### src/rtl/spi_pkg.sv
// Shared types and sizing helpers for the buffered SPI master.
// Contents:
//   state_t   - transfer sequencer states (IDLE, LEAD, XFER, TRAIL)
//   mode_t    - latched SPI mode {cpol, cpha}
//   calc_aw   - address width for a buffer depth (at least 1 bit)
//   calc_csw  - chip-select index width for a line count (at least 1 bit)
package spi_pkg;

    typedef enum logic [1:0] {
        IDLE  = 2'd0,
        LEAD  = 2'd1,
        XFER  = 2'd2,
        TRAIL = 2'd3
    } state_t;

    typedef struct packed {
        logic cpol;
        logic cpha;
    } mode_t;

    function automatic int calc_aw(input int depth);
        return (depth > 1) ? $clog2(depth) : 1;
    endfunction

    function automatic int calc_csw(input int ncs);
        return (ncs > 1) ? $clog2(ncs) : 1;
    endfunction

endpackage

### src/rtl/spi_master_buf_if.sv
// Host bus and SPI pin bundle for spi_master_buf.
// Modports:
//   master - host side: drives buffer access, transfer request, mode, cs_sel
//            and the slave-returned miso; observes out/busy/done and SPI pins.
//   slave  - the spi_master_buf block itself.
// Optional macro SPI_LOOPBACK_EN adds the loopback request signal.
interface spi_master_buf_if
    import spi_pkg::*;
#(
    parameter int DW    = 8,
    parameter int DEPTH = 8,
    parameter int NCS   = 2
);
    localparam int AW  = calc_aw(DEPTH);
    localparam int CSW = calc_csw(NCS);

    logic           enable;
    logic           read_write_;
    logic [AW-1:0]  madd;
    logic [DW-1:0]  data;
    logic [DW-1:0]  out;
    logic           strans;
    logic [AW:0]    count;
    logic           cpol;
    logic           cpha;
    logic [CSW-1:0] cs_sel;
    logic           busy;
    logic           done;
    logic           mclk;
    logic           mosi;
    logic           miso;
    logic [NCS-1:0] cs;
`ifdef SPI_LOOPBACK_EN
    logic           loopback;
`endif

    modport master (
        output enable, read_write_, madd, data, strans, count,
        output cpol, cpha, cs_sel, miso,
`ifdef SPI_LOOPBACK_EN
        output loopback,
`endif
        input  out, busy, done, mclk, mosi, cs
    );

    modport slave (
        input  enable, read_write_, madd, data, strans, count,
        input  cpol, cpha, cs_sel, miso,
`ifdef SPI_LOOPBACK_EN
        input  loopback,
`endif
        output out, busy, done, mclk, mosi, cs
    );

endinterface

### src/rtl/spi_clkgen.sv
// SPI clock generator: a DIV-cycle down-counter that ticks once per mclk
// half-period while a transfer is active, toggles mclk on ticks during XFER
// and classifies each toggle as a leading or trailing edge.
// Ports:
//   clk, rst      system clock, synchronous active-high reset
//   i_active      transfer in progress (any state other than IDLE)
//   i_xfer        sequencer is in XFER
//   i_cpol_idle   live cpol, followed by mclk while idle
//   i_cpol_lat    cpol latched at transfer start
//   o_tick        end of a DIV-cycle period
//   o_lead        mclk is leaving its idle level this cycle
//   o_trail       mclk is returning to its idle level this cycle
//   o_mclk        SPI clock
module spi_clkgen #(
    parameter int DIV = 2
) (
    input  logic clk,
    input  logic rst,
    input  logic i_active,
    input  logic i_xfer,
    input  logic i_cpol_idle,
    input  logic i_cpol_lat,
    output logic o_tick,
    output logic o_lead,
    output logic o_trail,
    output logic o_mclk
);
    localparam int CW = (DIV > 1) ? $clog2(DIV) : 1;

    logic [CW-1:0] r_cnt;
    logic          r_mclk;
    logic          w_tick;

    // Counter is parked at DIV-1 while idle so LEAD lasts exactly DIV cycles.
    assign w_tick = i_active && (r_cnt == '0);

    always_ff @(posedge clk) begin
        if (rst) begin
            r_cnt  <= CW'(DIV - 1);
            r_mclk <= 1'b0;
        end else begin
            if (!i_active || (r_cnt == '0)) begin
                r_cnt <= CW'(DIV - 1);
            end else begin
                r_cnt <= r_cnt - CW'(1);
            end

            if (!i_active) begin
                r_mclk <= i_cpol_idle;
            end else if (i_xfer && w_tick) begin
                r_mclk <= ~r_mclk;
            end
        end
    end

    assign o_tick  = w_tick;
    assign o_lead  = i_xfer && w_tick && (r_mclk == i_cpol_lat);
    assign o_trail = i_xfer && w_tick && (r_mclk != i_cpol_lat);
    assign o_mclk  = r_mclk;

endmodule

### src/rtl/spi_master_buf.sv
// Buffered SPI master: host fills a DEPTH x DW TX buffer, requests a transfer
// of up to DEPTH words on one of NCS chip selects, then reads the received
// words back from the RX buffer by address.
// Ports:
//   clk, rst   system clock, synchronous active-high reset
//   bus        spi_master_buf_if.slave: buffer access (enable, read_write_,
//              madd, data, out), transfer control (strans, count, cpol, cpha,
//              cs_sel, busy, done) and SPI pins (mclk, mosi, miso, cs)
// Optional macro SPI_LOOPBACK_EN: adds bus.loopback, latched at transfer
// start; when set the receive path samples the internal mosi instead of miso.
//
// state | meaning
// IDLE  | waiting for strans with count != 0; mclk follows live cpol
// LEAD  | cs asserted, first MSB on mosi, DIV cycles before the first edge
// XFER  | 2*DW mclk edges per word, words back to back
// TRAIL | mclk idle, DIV cycles before cs release and done
module spi_master_buf
    import spi_pkg::*;
#(
    parameter int DW    = 8,
    parameter int DEPTH = 8,
    parameter int NCS   = 2,
    parameter int DIV   = 2
) (
    input  logic            clk,
    input  logic            rst,
    spi_master_buf_if.slave bus
);
    localparam int AW  = calc_aw(DEPTH);
    localparam int CSW = calc_csw(NCS);
    localparam int BW  = calc_aw(DW);

    state_t         r_state;
    state_t         w_next;
    mode_t          r_mode;
    logic [AW:0]    r_n;
    logic [AW-1:0]  r_word;
    logic [BW-1:0]  r_bit;
    logic [DW-1:0]  r_tx_sh;
    logic [DW-1:0]  r_rx_sh;
    logic           r_mosi;
    logic [NCS-1:0] r_cs;
    logic           r_busy;
    logic           r_done;
    logic [DW-1:0]  r_out;
    logic [DW-1:0]  r_tx [DEPTH];
    logic [DW-1:0]  r_rx [DEPTH];

    logic           w_tick;
    logic           w_lead;
    logic           w_trail;
    logic           w_mclk;
    logic           w_accept;
    logic [AW:0]    w_n_clamp;
    logic [NCS-1:0] w_cs_dec;
    logic           w_sin;
    logic           w_sample;
    logic           w_last_bit;
    logic           w_last_word;
    logic [AW-1:0]  w_word_nxt;
    logic [DW-1:0]  w_rx_next;

`ifdef SPI_LOOPBACK_EN
    logic r_lb;
    assign w_sin = r_lb ? r_mosi : bus.miso;
`else
    assign w_sin = bus.miso;
`endif

    spi_clkgen #(.DIV(DIV)) u_clkgen (
        .clk         (clk),
        .rst         (rst),
        .i_active    (r_state != IDLE),
        .i_xfer      (r_state == XFER),
        .i_cpol_idle (bus.cpol),
        .i_cpol_lat  (r_mode.cpol),
        .o_tick      (w_tick),
        .o_lead      (w_lead),
        .o_trail     (w_trail),
        .o_mclk      (w_mclk)
    );

    assign w_accept    = (r_state == IDLE) && bus.strans && (bus.count != '0);
    assign w_n_clamp   = (bus.count > (AW+1)'(DEPTH)) ? (AW+1)'(DEPTH) : bus.count;
    assign w_sample    = r_mode.cpha ? w_trail : w_lead;
    assign w_rx_next   = {r_rx_sh[DW-2:0], w_sin};
    // r_bit counts down to 0; the trailing edge at 0 closes a word.
    assign w_last_bit  = w_trail && (r_bit == '0);
    assign w_last_word = ({1'b0, r_word} == (r_n - (AW+1)'(1)));
    assign w_word_nxt  = r_word + AW'(1);

    // An out-of-range cs_sel leaves every line deasserted.
    always_comb begin
        w_cs_dec = '1;
        for (int i = 0; i < NCS; i++) begin
            if (bus.cs_sel == CSW'(i)) begin
                w_cs_dec[i] = 1'b0;
            end
        end
    end

    always_ff @(posedge clk) begin
        if (rst) begin
            r_state <= IDLE;
        end else begin
            r_state <= w_next;
        end
    end

    always_comb begin
        w_next = r_state;
        case (r_state)
            IDLE:    if (w_accept) w_next = LEAD;
            LEAD:    if (w_tick) w_next = XFER;
            XFER:    if (w_last_bit && w_last_word) w_next = TRAIL;
            TRAIL:   if (w_tick) w_next = IDLE;
            default: w_next = IDLE;
        endcase
    end

    always_ff @(posedge clk) begin
        if (rst) begin
            r_mode  <= '0;
            r_n     <= '0;
            r_word  <= '0;
            r_bit   <= '0;
            r_tx_sh <= '0;
            r_rx_sh <= '0;
            r_mosi  <= 1'b0;
            r_cs    <= '1;
            r_busy  <= 1'b0;
            r_done  <= 1'b0;
`ifdef SPI_LOOPBACK_EN
            r_lb    <= 1'b0;
`endif
        end else begin
            r_done <= 1'b0;
            case (r_state)
                IDLE: begin
                    if (w_accept) begin
                        r_mode.cpol <= bus.cpol;
                        r_mode.cpha <= bus.cpha;
                        r_n         <= w_n_clamp;
                        r_word      <= '0;
                        r_bit       <= BW'(DW - 1);
                        r_tx_sh     <= r_tx[0];
                        r_mosi      <= r_tx[0][DW-1];
                        r_cs        <= w_cs_dec;
                        r_busy      <= 1'b1;
`ifdef SPI_LOOPBACK_EN
                        r_lb        <= bus.loopback;
`endif
                    end
                end
                XFER: begin
                    if (w_sample) begin
                        r_rx_sh <= w_rx_next;
                    end
                    // CPHA=1 presents each bit on the leading edge.
                    if (w_lead && r_mode.cpha) begin
                        r_mosi <= r_tx_sh[DW-1];
                    end
                    if (w_trail) begin
                        if (r_bit == '0) begin
                            r_bit   <= BW'(DW - 1);
                            r_word  <= w_word_nxt;
                            r_tx_sh <= r_tx[w_word_nxt];
                            if (!r_mode.cpha) begin
                                r_mosi <= r_tx[w_word_nxt][DW-1];
                            end
                        end else begin
                            r_bit   <= r_bit - BW'(1);
                            r_tx_sh <= {r_tx_sh[DW-2:0], 1'b0};
                            if (!r_mode.cpha) begin
                                r_mosi <= r_tx_sh[DW-2];
                            end
                        end
                    end
                end
                TRAIL: begin
                    if (w_tick) begin
                        r_cs   <= '1;
                        r_busy <= 1'b0;
                        r_done <= 1'b1;
                        r_mosi <= 1'b0;
                    end
                end
                default: ;
            endcase
        end
    end

    always_ff @(posedge clk) begin
        if (bus.enable && !bus.read_write_ && !r_busy) begin
            r_tx[bus.madd] <= bus.data;
        end
    end

    // With CPHA=1 the final bit is sampled on the same edge that closes the word.
    always_ff @(posedge clk) begin
        if ((r_state == XFER) && w_last_bit) begin
            r_rx[r_word] <= r_mode.cpha ? w_rx_next : r_rx_sh;
        end
    end

    always_ff @(posedge clk) begin
        if (rst) begin
            r_out <= '0;
        end else if (bus.enable && bus.read_write_) begin
            r_out <= r_rx[bus.madd];
        end
    end

    assign bus.out  = r_out;
    assign bus.busy = r_busy;
    assign bus.done = r_done;
    assign bus.mclk = w_mclk;
    assign bus.mosi = r_mosi;
    assign bus.cs   = r_cs;

endmodule

### src/flat_wrapper.sv
// flat-port wrapper written by rule: the top's interface ports become plain ports
module spi_master_buf_flat import spi_pkg::*;
#(
    parameter int DW    = 8,
    parameter int DEPTH = 8,
    parameter int NCS   = 2,
    parameter int DIV   = 2
)
  (clk, rst, bus_enable, bus_read_write_, bus_madd, bus_data, bus_strans, bus_count, bus_cpol, bus_cpha, bus_cs_sel, bus_miso, bus_out, bus_busy, bus_done, bus_mclk, bus_mosi, bus_cs);
  spi_master_buf_if #(.DW(DW), .DEPTH(DEPTH), .NCS(NCS)) bus_i ();
  input  logic clk;
  input  logic rst;
  input wire logic [$bits(bus_i.enable)-1:0] bus_enable;
  input wire logic [$bits(bus_i.read_write_)-1:0] bus_read_write_;
  input wire logic [$bits(bus_i.madd)-1:0] bus_madd;
  input wire logic [$bits(bus_i.data)-1:0] bus_data;
  input wire logic [$bits(bus_i.strans)-1:0] bus_strans;
  input wire logic [$bits(bus_i.count)-1:0] bus_count;
  input wire logic [$bits(bus_i.cpol)-1:0] bus_cpol;
  input wire logic [$bits(bus_i.cpha)-1:0] bus_cpha;
  input wire logic [$bits(bus_i.cs_sel)-1:0] bus_cs_sel;
  input wire logic [$bits(bus_i.miso)-1:0] bus_miso;
  output wire logic [$bits(bus_i.out)-1:0] bus_out;
  output wire logic [$bits(bus_i.busy)-1:0] bus_busy;
  output wire logic [$bits(bus_i.done)-1:0] bus_done;
  output wire logic [$bits(bus_i.mclk)-1:0] bus_mclk;
  output wire logic [$bits(bus_i.mosi)-1:0] bus_mosi;
  output wire logic [$bits(bus_i.cs)-1:0] bus_cs;
  assign bus_i.enable = bus_enable;
  assign bus_i.read_write_ = bus_read_write_;
  assign bus_i.madd = bus_madd;
  assign bus_i.data = bus_data;
  assign bus_i.strans = bus_strans;
  assign bus_i.count = bus_count;
  assign bus_i.cpol = bus_cpol;
  assign bus_i.cpha = bus_cpha;
  assign bus_i.cs_sel = bus_cs_sel;
  assign bus_i.miso = bus_miso;
  assign bus_out = bus_i.out;
  assign bus_busy = bus_i.busy;
  assign bus_done = bus_i.done;
  assign bus_mclk = bus_i.mclk;
  assign bus_mosi = bus_i.mosi;
  assign bus_cs = bus_i.cs;
  spi_master_buf #(.DW(DW), .DEPTH(DEPTH), .NCS(NCS), .DIV(DIV)) u_core (.clk(clk), .rst(rst), .bus(bus_i));
endmodule
### config.mk
export PLATFORM = sky130hd
export DESIGN_NAME = spi_master_buf_flat
export DESIGN_NICKNAME = d
export VERILOG_FILES = /design/src/rtl/spi_pkg.sv /design/src/rtl/spi_master_buf_if.sv /design/src/rtl/spi_clkgen.sv /design/src/rtl/spi_master_buf.sv /design/src/flat_wrapper.sv
export SDC_FILE = /design/constraint.sdc
export NUM_CORES = 1
export LEC_CHECK = 0
export ABC_AREA = 1
export CORE_UTILIZATION = 50
export CTS_BUF_LIST = sky130_fd_sc_hd__clkbuf_2 sky130_fd_sc_hd__clkbuf_4 sky130_fd_sc_hd__clkbuf_8
export CTS_CLUSTER_DIAMETER = 40
export CTS_CLUSTER_SIZE = 28
export DETAILED_ROUTE_END_ITERATION = 16
export GPL_ROUTABILITY_DRIVEN = 0
export GPL_TIMING_DRIVEN = 0
export PLACE_DENSITY_LB_ADDON = 0.3
export SYNTH_ARGS = -nofsm -noshare
export SYNTH_HDL_FRONTEND = slang
export SYNTH_SLANG_ARGS = --single-unit
### constraint.sdc
create_clock -name clk -period 4.4 [get_ports clk]
set_input_delay 0.88 -clock clk [delete_from_list [all_inputs] [get_ports clk]]
set_output_delay 0.88 -clock clk [all_outputs]
set_load 0.01 [all_outputs]
==> results.cfg <==
[cells_and_area]
drive_gt1_share_pct = 7.16
antenna_cells_inserted = 0
area_growth_pct = 14.5
layout.nets = 773

[sta]
slew_violations = 0
rsz0062_at_grt = no
max-slew-margin-rel_pct = 11.4
finalWorstSetupSlack_ps = 1270
finalSetupViolations = 0
worst_pin_slew_ps = 1320
whs_ps = 421
min_period_ps = 3130
timing.fmax_mhz = 319
setup_tns_ps = 0
finalClockSkew_ps = 8.71
hold_viol = 0
fin_crit_sh_pct = 71.2

[yosys]
synth_common_cells = edfxtp_1 (128), nor2_1 (109), o21ai_0 (92), nand2_1 (75), inv_1 (61)
synth_top_area_cell = edfxtp_1
synth_most_common_cell = edfxtp_1
synth-main-ff-cell = edfxtp_1
synth_fp_nets = 718
yosysWarnings = 0
postSynth.asyncResetShare_pct = 0
ys_types = 35
syn_avg_cell_area_um2 = 10.6
ys_ff_latch = 173
ys_seq_area_share_pct = 65.5
yosys.area.top_type_share_pct = 53.1
netlist_top_cells_area = edfxtp_1 (53%), dfxtp_1 (12%), o21ai_0 (6.4%), nor2_1 (5.6%), nand2_1 (3.9%)
netlist_instances = 686
synth-edff-count = 128
syn-cell-area_um2 = 7240

[min_path]
hold_class = flop to flop

[clocking]
cts_made_buffers = 17
clk_latency_ps = 470
cts_hold_buffers = 0
cts-htree-levels = 4
clkSinkCount = 173
cts_setup_buffers = 0
cts_tree = yes
root_buffer = clkbuf_8
cts_resized = 0
clk_pin_slew_ps = 90
max-clock-path-buffers = 2

[power]
ir_worst_vdd_mv = 0.180
power_density_nw_per_um2 = 465
cellLeakagePower_nw = 3.06

[floorplan]
core_um2 = 14000
io_pins = 38
start_util_pct = 51.8
dieArea_um2 = 15000
die_x_um = 122
dieHeight_um = 122
rows = 43

[drt]
wl_per_cell_um = 17.3
first_pass_iters = 6
drc = 0
drt_iter0_drc = 539
vias = 5178
drt-total-wl_um = 16200
ant_nets = 0
drt-vias-per-instance = 5.54

[global_routing]
grtUsageMet3_pct = 4.88
busiest_layer = met2
grtUsageTotal_pct = 22.9
grt_use_met1_pct = 29.4
grt_pass1_vias = 4971
antenna_found_initial = 0
grt_max_degree = 17
overflow = 0
use_met2_pct = 37.1
grt_pass1_wl_um = 25200

[placement]
io_buffers = 36
dp_hpwl_um = 11200
place_ws_ps = 1250

[setup_path]
cp-end-kind = flop
path_class = flop to flop
arrival_ps = 3210
critPathBufInv = 4
cp.required_ps = 4480
crit_slowest_cell = nor3_1
start_kind = flop
critPathMaxStageDelay_ps = 1040
path_cells = inv_1 > ha_1 > inv_2 > nand2_2 > nor2_8 > nand2_4 > inv_2 > nand2_1 > inv_1 > nand2_1 > nor3_1
cp_top_family = simple AND/OR/NAND/NOR gates
crit_fanout = 8

[job]
maxCapViolations = 0

[outcome]
outcome = finished clean
-- cell type report --
class / instances / area, um^2
fillers: 1113 / 5700
flip-flops and latches: 173 / 4740
multi-input cells: 418 / 2130
repair buffers: 36 / 360
inverters: 66 / 248
clock buffers: 17 / 234
well taps: 180 / 225
clock inverters: 15 / 219
plain buffers: 29 / 130
-- where the power goes --
part	internal (mW)	leakage [nW]	switching [mW]
clock network	0.674	0.219	0.571
registers	1.85	1.59	0.0475
logic	0.251	1.24	0.464
-- worst register-to-register path, cell delays in order (launching register included) --
cell and delay, ps:
dfxtp_1 390, inv_1 80, ha_1 290, inv_2 170
nand2_2 130, nor2_8 150, nand2_4 80, inv_2 60
nand2_1 80, inv_1 130, nand2_1 140, nor3_1 1050
-- cells by family (layout without fill, tap and decap cells) --
group / count (synthesis) / count (layout) / synth area share [%]
AO/OA/AOI/OAI: 176 / 176 / 14.0
XOR/XNOR: 6 / 6 / 0.726
adder cells (fa/ha/maj): 8 / 8 / 1.38
buffers and inverters: 95 / 163 / 5.22
flip-flops: 173 / 173 / 65.5
AND/OR/NAND/NOR: 228 / 228 / 13.1
-- placed cells by master (no fill, tap or decap), types with 11 or more instances in the layout --
cell type          n
clkbuf_8          17
dfxtp_1           45
clkdlybuf4s50_1   36
nand2_1           75
edfxtp_1         128
nand3_1           24
buf_2             11
inv_1             61
clkbuf_1          15
a21oi_1           37
o21ai_0           92
nor2_1           109
-- metal layers --
layer	vias up	wire length (um)	part of all wire [%]
met5	-	0	0
met4	0	255	1.6
met3	28	1030	6.4
met2	185	7680	47
met1	2458	7220	45
li1	2507	-	-
-- state kept, by name (all words and copies together), names as in the netlist, 3 cells and up --
signal / count
u_core.r_rx: 64
u_core.r_tx: 64
u_core.bus.out: 8
u_core.r_rx_sh: 8
u_core.r_tx_sh: 8
u_core.r_n: 4
u_core.r_bit: 3
u_core.r_word: 3
-- final timing paths --
kind                            cells past startpoint             startpoint  slack (ps)               endpoint
worst max register to register                     11      u_core.r_state[0]        1270      u_core.r_rx[1][2]
worst max-delay path                               11      u_core.r_state[0]        1270      u_core.r_rx[1][2]
worst min-delay path                                1  u_core.u_clkgen.r_cnt         420  u_core.u_clkgen.r_cnt
worst min register to register                      1  u_core.u_clkgen.r_cnt         420  u_core.u_clkgen.r_cnt
-- metrics by stage --
step                utilization, %  std cells  power [mW]  instance area (um^2)
floorplan                        -        686        2.42                  7240
global placement              56.0        902        2.60                  7830
detailed placement            56.0        902        2.63                  7830
CTS                           59.2        934        3.86                  8280
global route                  59.3        934        4.03                  8290
finish                        59.3        934        3.85                  8290
(Power assumes the default switching activity.)
